==> src/rtl/toggle_window_monitor.sv <==
// Observes the parity sub-circuit output n_8 and reports, per window of 2**WIN_LOG2
// enabled samples, how often it switched and how often it was high.
module toggle_window_monitor #(
  parameter int WIN_LOG2 = 4,
  parameter int CNT_W    = 8
) (
  input  logic             clk,
  input  logic             rst,
  input  logic             sample_en,
  input  logic             n_8,
  input  logic             rpt_ready,
  output logic             rpt_valid,
  output logic [CNT_W-1:0] rpt_toggles,
  output logic [CNT_W-1:0] rpt_ones,
  output logic             rpt_overrun
);

  if (CNT_W <= WIN_LOG2) begin : g_bad_cnt_w
    $error("toggle_window_monitor: CNT_W must be greater than WIN_LOG2");
  end
  if (WIN_LOG2 < 1) begin : g_bad_win
    $error("toggle_window_monitor: WIN_LOG2 must be at least 1");
  end

  typedef enum logic {PRIME, RUN} state_t;

  typedef struct packed {
    logic [CNT_W-1:0] toggles;
    logic [CNT_W-1:0] ones;
  } rpt_t;

  state_t              state_q, state_d;
  logic [WIN_LOG2-1:0] win_cnt_q, win_cnt_d;
  logic [CNT_W-1:0]    tog_q, tog_d, one_q, one_d;
  logic                prev_q, prev_d;
  logic                tog_bit, win_end, load;
  rpt_t                win_rpt, rpt_q;
  logic                rpt_valid_q, overrun_q;

  // First sample after reset has no predecessor, so it never counts as a toggle.
  assign tog_bit          = (state_q == RUN) & (n_8 ^ prev_q);
  assign win_rpt.toggles  = tog_q + CNT_W'(tog_bit);
  assign win_rpt.ones     = one_q + CNT_W'(n_8);
  // win_cnt all-ones means this sample is the last of the window.
  assign win_end          = sample_en & (&win_cnt_q);
  assign load             = win_end & (~rpt_valid_q | rpt_ready);

  always_comb begin
    state_d   = state_q;
    win_cnt_d = win_cnt_q;
    tog_d     = tog_q;
    one_d     = one_q;
    prev_d    = prev_q;
    if (sample_en) begin
      state_d   = RUN;
      prev_d    = n_8;
      win_cnt_d = win_cnt_q + 1'b1;
      if (win_end) begin
        tog_d = '0;
        one_d = '0;
      end else begin
        tog_d = win_rpt.toggles;
        one_d = win_rpt.ones;
      end
    end
  end

  always_ff @(posedge clk or posedge rst) begin
    if (rst) begin
      state_q   <= PRIME;
      win_cnt_q <= '0;
      tog_q     <= '0;
      one_q     <= '0;
      prev_q    <= 1'b0;
    end else begin
      state_q   <= state_d;
      win_cnt_q <= win_cnt_d;
      tog_q     <= tog_d;
      one_q     <= one_d;
      prev_q    <= prev_d;
    end
  end

  // Report register: a closing window while a report is stuck is dropped, not queued.
  always_ff @(posedge clk or posedge rst) begin
    if (rst) begin
      rpt_q       <= '0;
      rpt_valid_q <= 1'b0;
      overrun_q   <= 1'b0;
    end else begin
      if (load) begin
        rpt_q       <= win_rpt;
        rpt_valid_q <= 1'b1;
      end else if (rpt_valid_q && rpt_ready) begin
        rpt_valid_q <= 1'b0;
      end
      if (win_end && rpt_valid_q && !rpt_ready)
        overrun_q <= 1'b1;
    end
  end

  assign rpt_valid   = rpt_valid_q;
  assign rpt_toggles = rpt_q.toggles;
  assign rpt_ones    = rpt_q.ones;
  assign rpt_overrun = overrun_q;

endmodule

==> config.mk <==
export PLATFORM = sky130hd
export DESIGN_NAME = toggle_window_monitor
export DESIGN_NICKNAME = d
export VERILOG_FILES = /design/src/rtl/toggle_window_monitor.sv
export SDC_FILE = /design/constraint.sdc
export NUM_CORES = 1
export LEC_CHECK = 0
export BUFFER_PORTS_ARGS = -buffer_cell sky130_fd_sc_hd__buf_2
export CAP_MARGIN = 20
export CORE_AREA = 2 2 56 69
export CTS_BUF_LIST = sky130_fd_sc_hd__clkbuf_4
export DETAILED_ROUTE_END_ITERATION = 10
export DIE_AREA = 0 0 58 71
export GPL_ROUTABILITY_DRIVEN = 0
export GPL_TIMING_DRIVEN = 0
export PLACE_DENSITY = 0.79
export SLEW_MARGIN = 40
export SYNTH_ARGS = -nofsm -noshare
export SYNTH_HDL_FRONTEND = slang
export SYNTH_SLANG_ARGS = --single-unit
export TNS_END_PERCENT = 1
==> constraint.sdc <==
create_clock -name clk -period 2.5 [get_ports clk]
set_clock_uncertainty 0.05 [all_clocks]
set_input_delay 0.625 -clock clk [delete_from_list [all_inputs] [get_ports clk]]
set_output_delay 0.625 -clock clk [all_outputs]
set_load 0.1 [all_outputs]
# After elaboration in Yosys (flattened, before gate mapping)
# Cells that the tools add are included.
[op_classes] addsub=3 n_mux=4 bitwise=6 n_reduce_logical=6
[ops] op="8-bit by 1-bit adder with 8-bit output" count=2
[ops] op="8-bit 2-to-1 mux" count=2
[ops] op="4-bit by 1-bit adder with 4-bit output (second input constant)" count=1
[ops] op="4-bit AND reduction" count=1
[ops] op="1-bit bitwise AND" count=3
[ops] op="1-bit logical AND" count=3
[ops] op="1-bit 2-to-1 mux" count=2
[ops] op="2-bit nonzero test" count=1
[ops] op="1-bit logical NOT" count=1
[ops] op="1-bit NOT" count=1
[ops] op="1-bit bitwise OR" count=1
[ops] op="1-bit bitwise XOR" count=1
[totals] register_bits=40 output_inout_bits=18 wordCells=28

# Logic depth before layout (Yosys ltp)
[depth] word_depth=4 ltp_mapped=7 ltp_nobuf=7

# Worst setup path before layout
# OpenSTA, ideal clock, no wires.
[synth_path] path_type="input to register" start="input n_8" end="register tog_q[6]" setup_time_ns=0.069 arrival_time_ns=1.926 t_required_ns=2.381 setup_slack_ns=0.454 path_stages=7 n_path_buf=0 cell_sequence="xor2_1 and2_1 ha_1 ha_1 nand2_1 or4_1 nand3_1"
[synth_between] elab_chain_cells=4
[synth_rtl] item="start: declaration" line="10" text="input logic n_8,"
[synth_rtl] item="1-bit bitwise XOR" line="41" text="assign tog_bit = (state_q == RUN) & (n_8 ^ prev_q);"
[synth_rtl] item="1-bit bitwise AND" line="41"
[synth_rtl] item="8-bit by 1-bit adder with 8-bit output" line="42" text="assign win_rpt.toggles = tog_q + CNT_W'(tog_bit);"
[synth_rtl] item="8-bit 2-to-1 mux" line="58" text="if (win_end) begin"
[synth_rtl] item="end signal: assignment" line="78" text="tog_q <= tog_d;"
[synth_rtl] item="end: declaration" line="34" text="logic [CNT_W-1:0] tog_q, tog_d, one_q, one_d;"
# Every way passes these cells.
# A chain may end at the register's enable or synchronous reset.

# Final worst setup path
[layout_path] start="register prev_q" end="register tog_q[6]"
[layout_between] elab_chain_cells=4
[layout_rtl] item="start: declaration" line="35" text="logic prev_q, prev_d;"
[layout_rtl] item="start signal: assignment" line="80" text="prev_q <= prev_d;"
[layout_rtl] item="1-bit bitwise XOR" line="41"
[layout_rtl] item="1-bit bitwise AND" line="41"
[layout_rtl] item="8-bit by 1-bit adder with 8-bit output" line="42"
[layout_rtl] item="8-bit 2-to-1 mux" line="58"
# Every way passes these cells.

==> results.sh <==
export IMPL_drc=0
export IMPL_min_period_ps=1930
export IMPL_worst_path_dominant_cell_family="simple AND/OR/NAND/NOR gates"
export IMPL_hold_path_class="primary input to async pin"
export IMPL_synth_common_cells="dfrtp_1 (40), a21oi_1 (17), o21ai_0 (14), nand3_1 (13), nand2b_1 (12)"
export IMPL_postSynthNetCount=200
export IMPL_final_nets=229
export IMPL_drtIter0Drc=77
export IMPL_clock_sink_count=40
export IMPL_synthDistinctLibCells=35
export IMPL_end_kind="register"
export IMPL_critical_path_arrival_ps=2180
export IMPL_hold_viol=0
export IMPL_synth_area_um2=2000
export IMPL_synth_area_leaders="dfrtp_1 (50%), a21oi_1 (4.2%), nand2b_1 (3.7%), o21ai_0 (3.5%), mux2_2 (3.4%)"
export IMPL_drv_cap=0
export IMPL_h_tree_depth=2
export IMPL_core_area_um2=3480
export IMPL_vias=1542
export IMPL_place_inst=251
export IMPL_antenna_left=0
export IMPL_multi_input_area_um2=925
export IMPL_wl_per_cell_um=15.2
export IMPL_clk_pin_slew_ps=110
export IMPL_async_flop_share_pct=100
export IMPL_post_cts_buffers=0
export IMPL_dieArea_um2=4120
export IMPL_rsz0062_at_grt="no"
export IMPL_fin_crit_sh_pct=77.4
export IMPL_slowest_delay_ps=510
export IMPL_start_util_pct=57.5
export IMPL_maxSlewViolCount=0
export IMPL_worstSkewPairLatency_ps=350
export IMPL_synth_most_common_cell="dfrtp_1"
export IMPL_synth_top_cell_by_area="dfrtp_1"
export IMPL_hpwl_um=2730
export IMPL_ctsHoldBuffers=0
export IMPL_diodes=0
export IMPL_cp_common_cell="ha_1"
export IMPL_synth_seq_cells=40
export IMPL_instances_no_fill=259
export IMPL_path_class="register to register"
export IMPL_numCtsBuffers=5
export IMPL_antenna_found_initial=0
export IMPL_crit_slowest_cell="or4_1"
export IMPL_row_count=24
export IMPL_avgSynthCellArea_um2=10.5
export IMPL_synth_flop_cell="dfrtp_1"
export IMPL_critPathLaunchType="register"
export IMPL_max_slew_margin_rel_pct=65.0
export IMPL_cts_tree="done"
export IMPL_nFillCells=298
export IMPL_grt_pass1_vias=1367
export IMPL_tightest_slew_ps=526
export IMPL_grt_overflow=0
export IMPL_area_growth_pct=11.8
export IMPL_synthCells=190
export IMPL_portBuffers=22
export IMPL_routed_via_density=5.95
export IMPL_pin_count=23
export IMPL_clockBufferDepth=2
export IMPL_yosysWarningCount=0
export IMPL_finalSetupViolCount=0
export IMPL_synth_edf_count=0
export IMPL_cts_resized=0
export IMPL_cts_root_buf="clkbuf_4"
export IMPL_outcome="complete, no violations"
export IMPL_die_w_um=58
export IMPL_critical_path_buf_inv_count=0
export IMPL_setup_tns_ps=0
export IMPL_grt_pass1_wl_um=6710
export IMPL_ys_seq_area_share_pct=50.0
export IMPL_crit_fanout=5
export IMPL_cp_cell_sequence="xor2_1 -> and2_1 -> ha_1 -> ha_1 -> nand2_1 -> or4_1 -> nand3_1"
export IMPL_wirelength_um=3940
export IMPL_seqCellArea_um2=1000
export IMPL_first_pass_iters=4
export IMPL_grt_max_degree=41
export IMPL_track_usage_pct=21.6
export IMPL_synth_top_area_share_pct=50.0
export IMPL_cp_required_ps=2750
export IMPL_fmax_mhz=517
export IMPL_chipHeight_um=71
export IMPL_final_layout_size_suffix_gt1_share_pct=21.4
[layout make-up]
type	count	share of cell area, %
flip-flops and latches	40	44.7
multi-input cells	134	41.3
repair buffers	22	4.92
plain buffers	10	2.46
well taps	39	2.18
clock buffers	5	1.68
clock inverters	3	1.68
inverters	6	1.12
[state kept, by name, indices dropped and copies added (netlist names)]
name	flops
one_q	8
prev_q	1
rpt_ones	8
rpt_overrun	1
rpt_toggles	8
rpt_valid	1
state_q	1
tog_q	8
win_cnt_q	4
[through the flow]
stage / setup WS (ps) / util, % / area [um2] / hold slack, ps
after floorplan: 454 / - / 2000 / 377
after global placement: 238 / 62.1 / 2160 / 384
after detailed placement: 204 / 62.1 / 2160 / 392
after CTS: 548 / 64.3 / 2240 / 251
after global routing: 441 / 64.3 / 2240 / 272
final: 565 / 64.3 / 2240 / 240
[per-layer routing]
layer / part of all wire [%] / GRT usage (%)
met4: 1.8 / 8.27
met2: 49 / 33.0
met3: 4.2 / 4.94
met1: 45 / 29.9
met5: 0 / 0
[path summary, 6_finish.rpt]
path,start,to,slack [ps],cells after the start
min,rst,rpt_toggles[0]$_DFFE_PP0P_,240,2
min reg2reg,rpt_overrun$_DFFE_PP0P_,rpt_overrun$_DFFE_PP0P_,410,1
min in group clk,rpt_overrun$_DFFE_PP0P_,rpt_overrun$_DFFE_PP0P_,410,1
max in group asynchronous,rst,win_cnt_q[2]$_DFFE_PP0P_,1820,2
max reg2reg,prev_q$_DFFE_PP0P_,tog_q[6]$_DFFE_PP0P_,570,7
max,prev_q$_DFFE_PP0P_,tog_q[6]$_DFFE_PP0P_,570,7
[placed cells by master, fill, tap and decap left out, types with 2 or more instances in the layout]
cell type and count:
buf_2 24, a21bo_2 2, clkbuf_4 5, nand3_1 13, ha_1 5, clkbuf_1 5, dfrtp_1 40, mux2_2 6
nor2b_1 4, clkinv_1 2, a32o_1 6, or3_1 5, or4_1 6, xor2_1 4, o21ai_0 14, a31oi_1 5
nor2_1 3, nand2b_1 12, nand4_1 3, nand2_1 6, and3_1 2, a21oi_1 17, buf_4 2, inv_1 5
o211ai_1 5, xnor2_1 6
[cell families (layout without fill, tap and decap cells)]
group,Yosys count,after routing,synth area share [%]
simple gates,60,60,18.4
compound gates,53,53,16.9
buf+inv,16,46,3.87
xor+xnor,10,10,4.37
flops,40,40,50.0
mux,6,6,3.37
fa+ha+maj,5,5,3.12
Power is not shown: default switching activity piles up to over one toggle a cycle in this logic, so the estimate is an artifact.
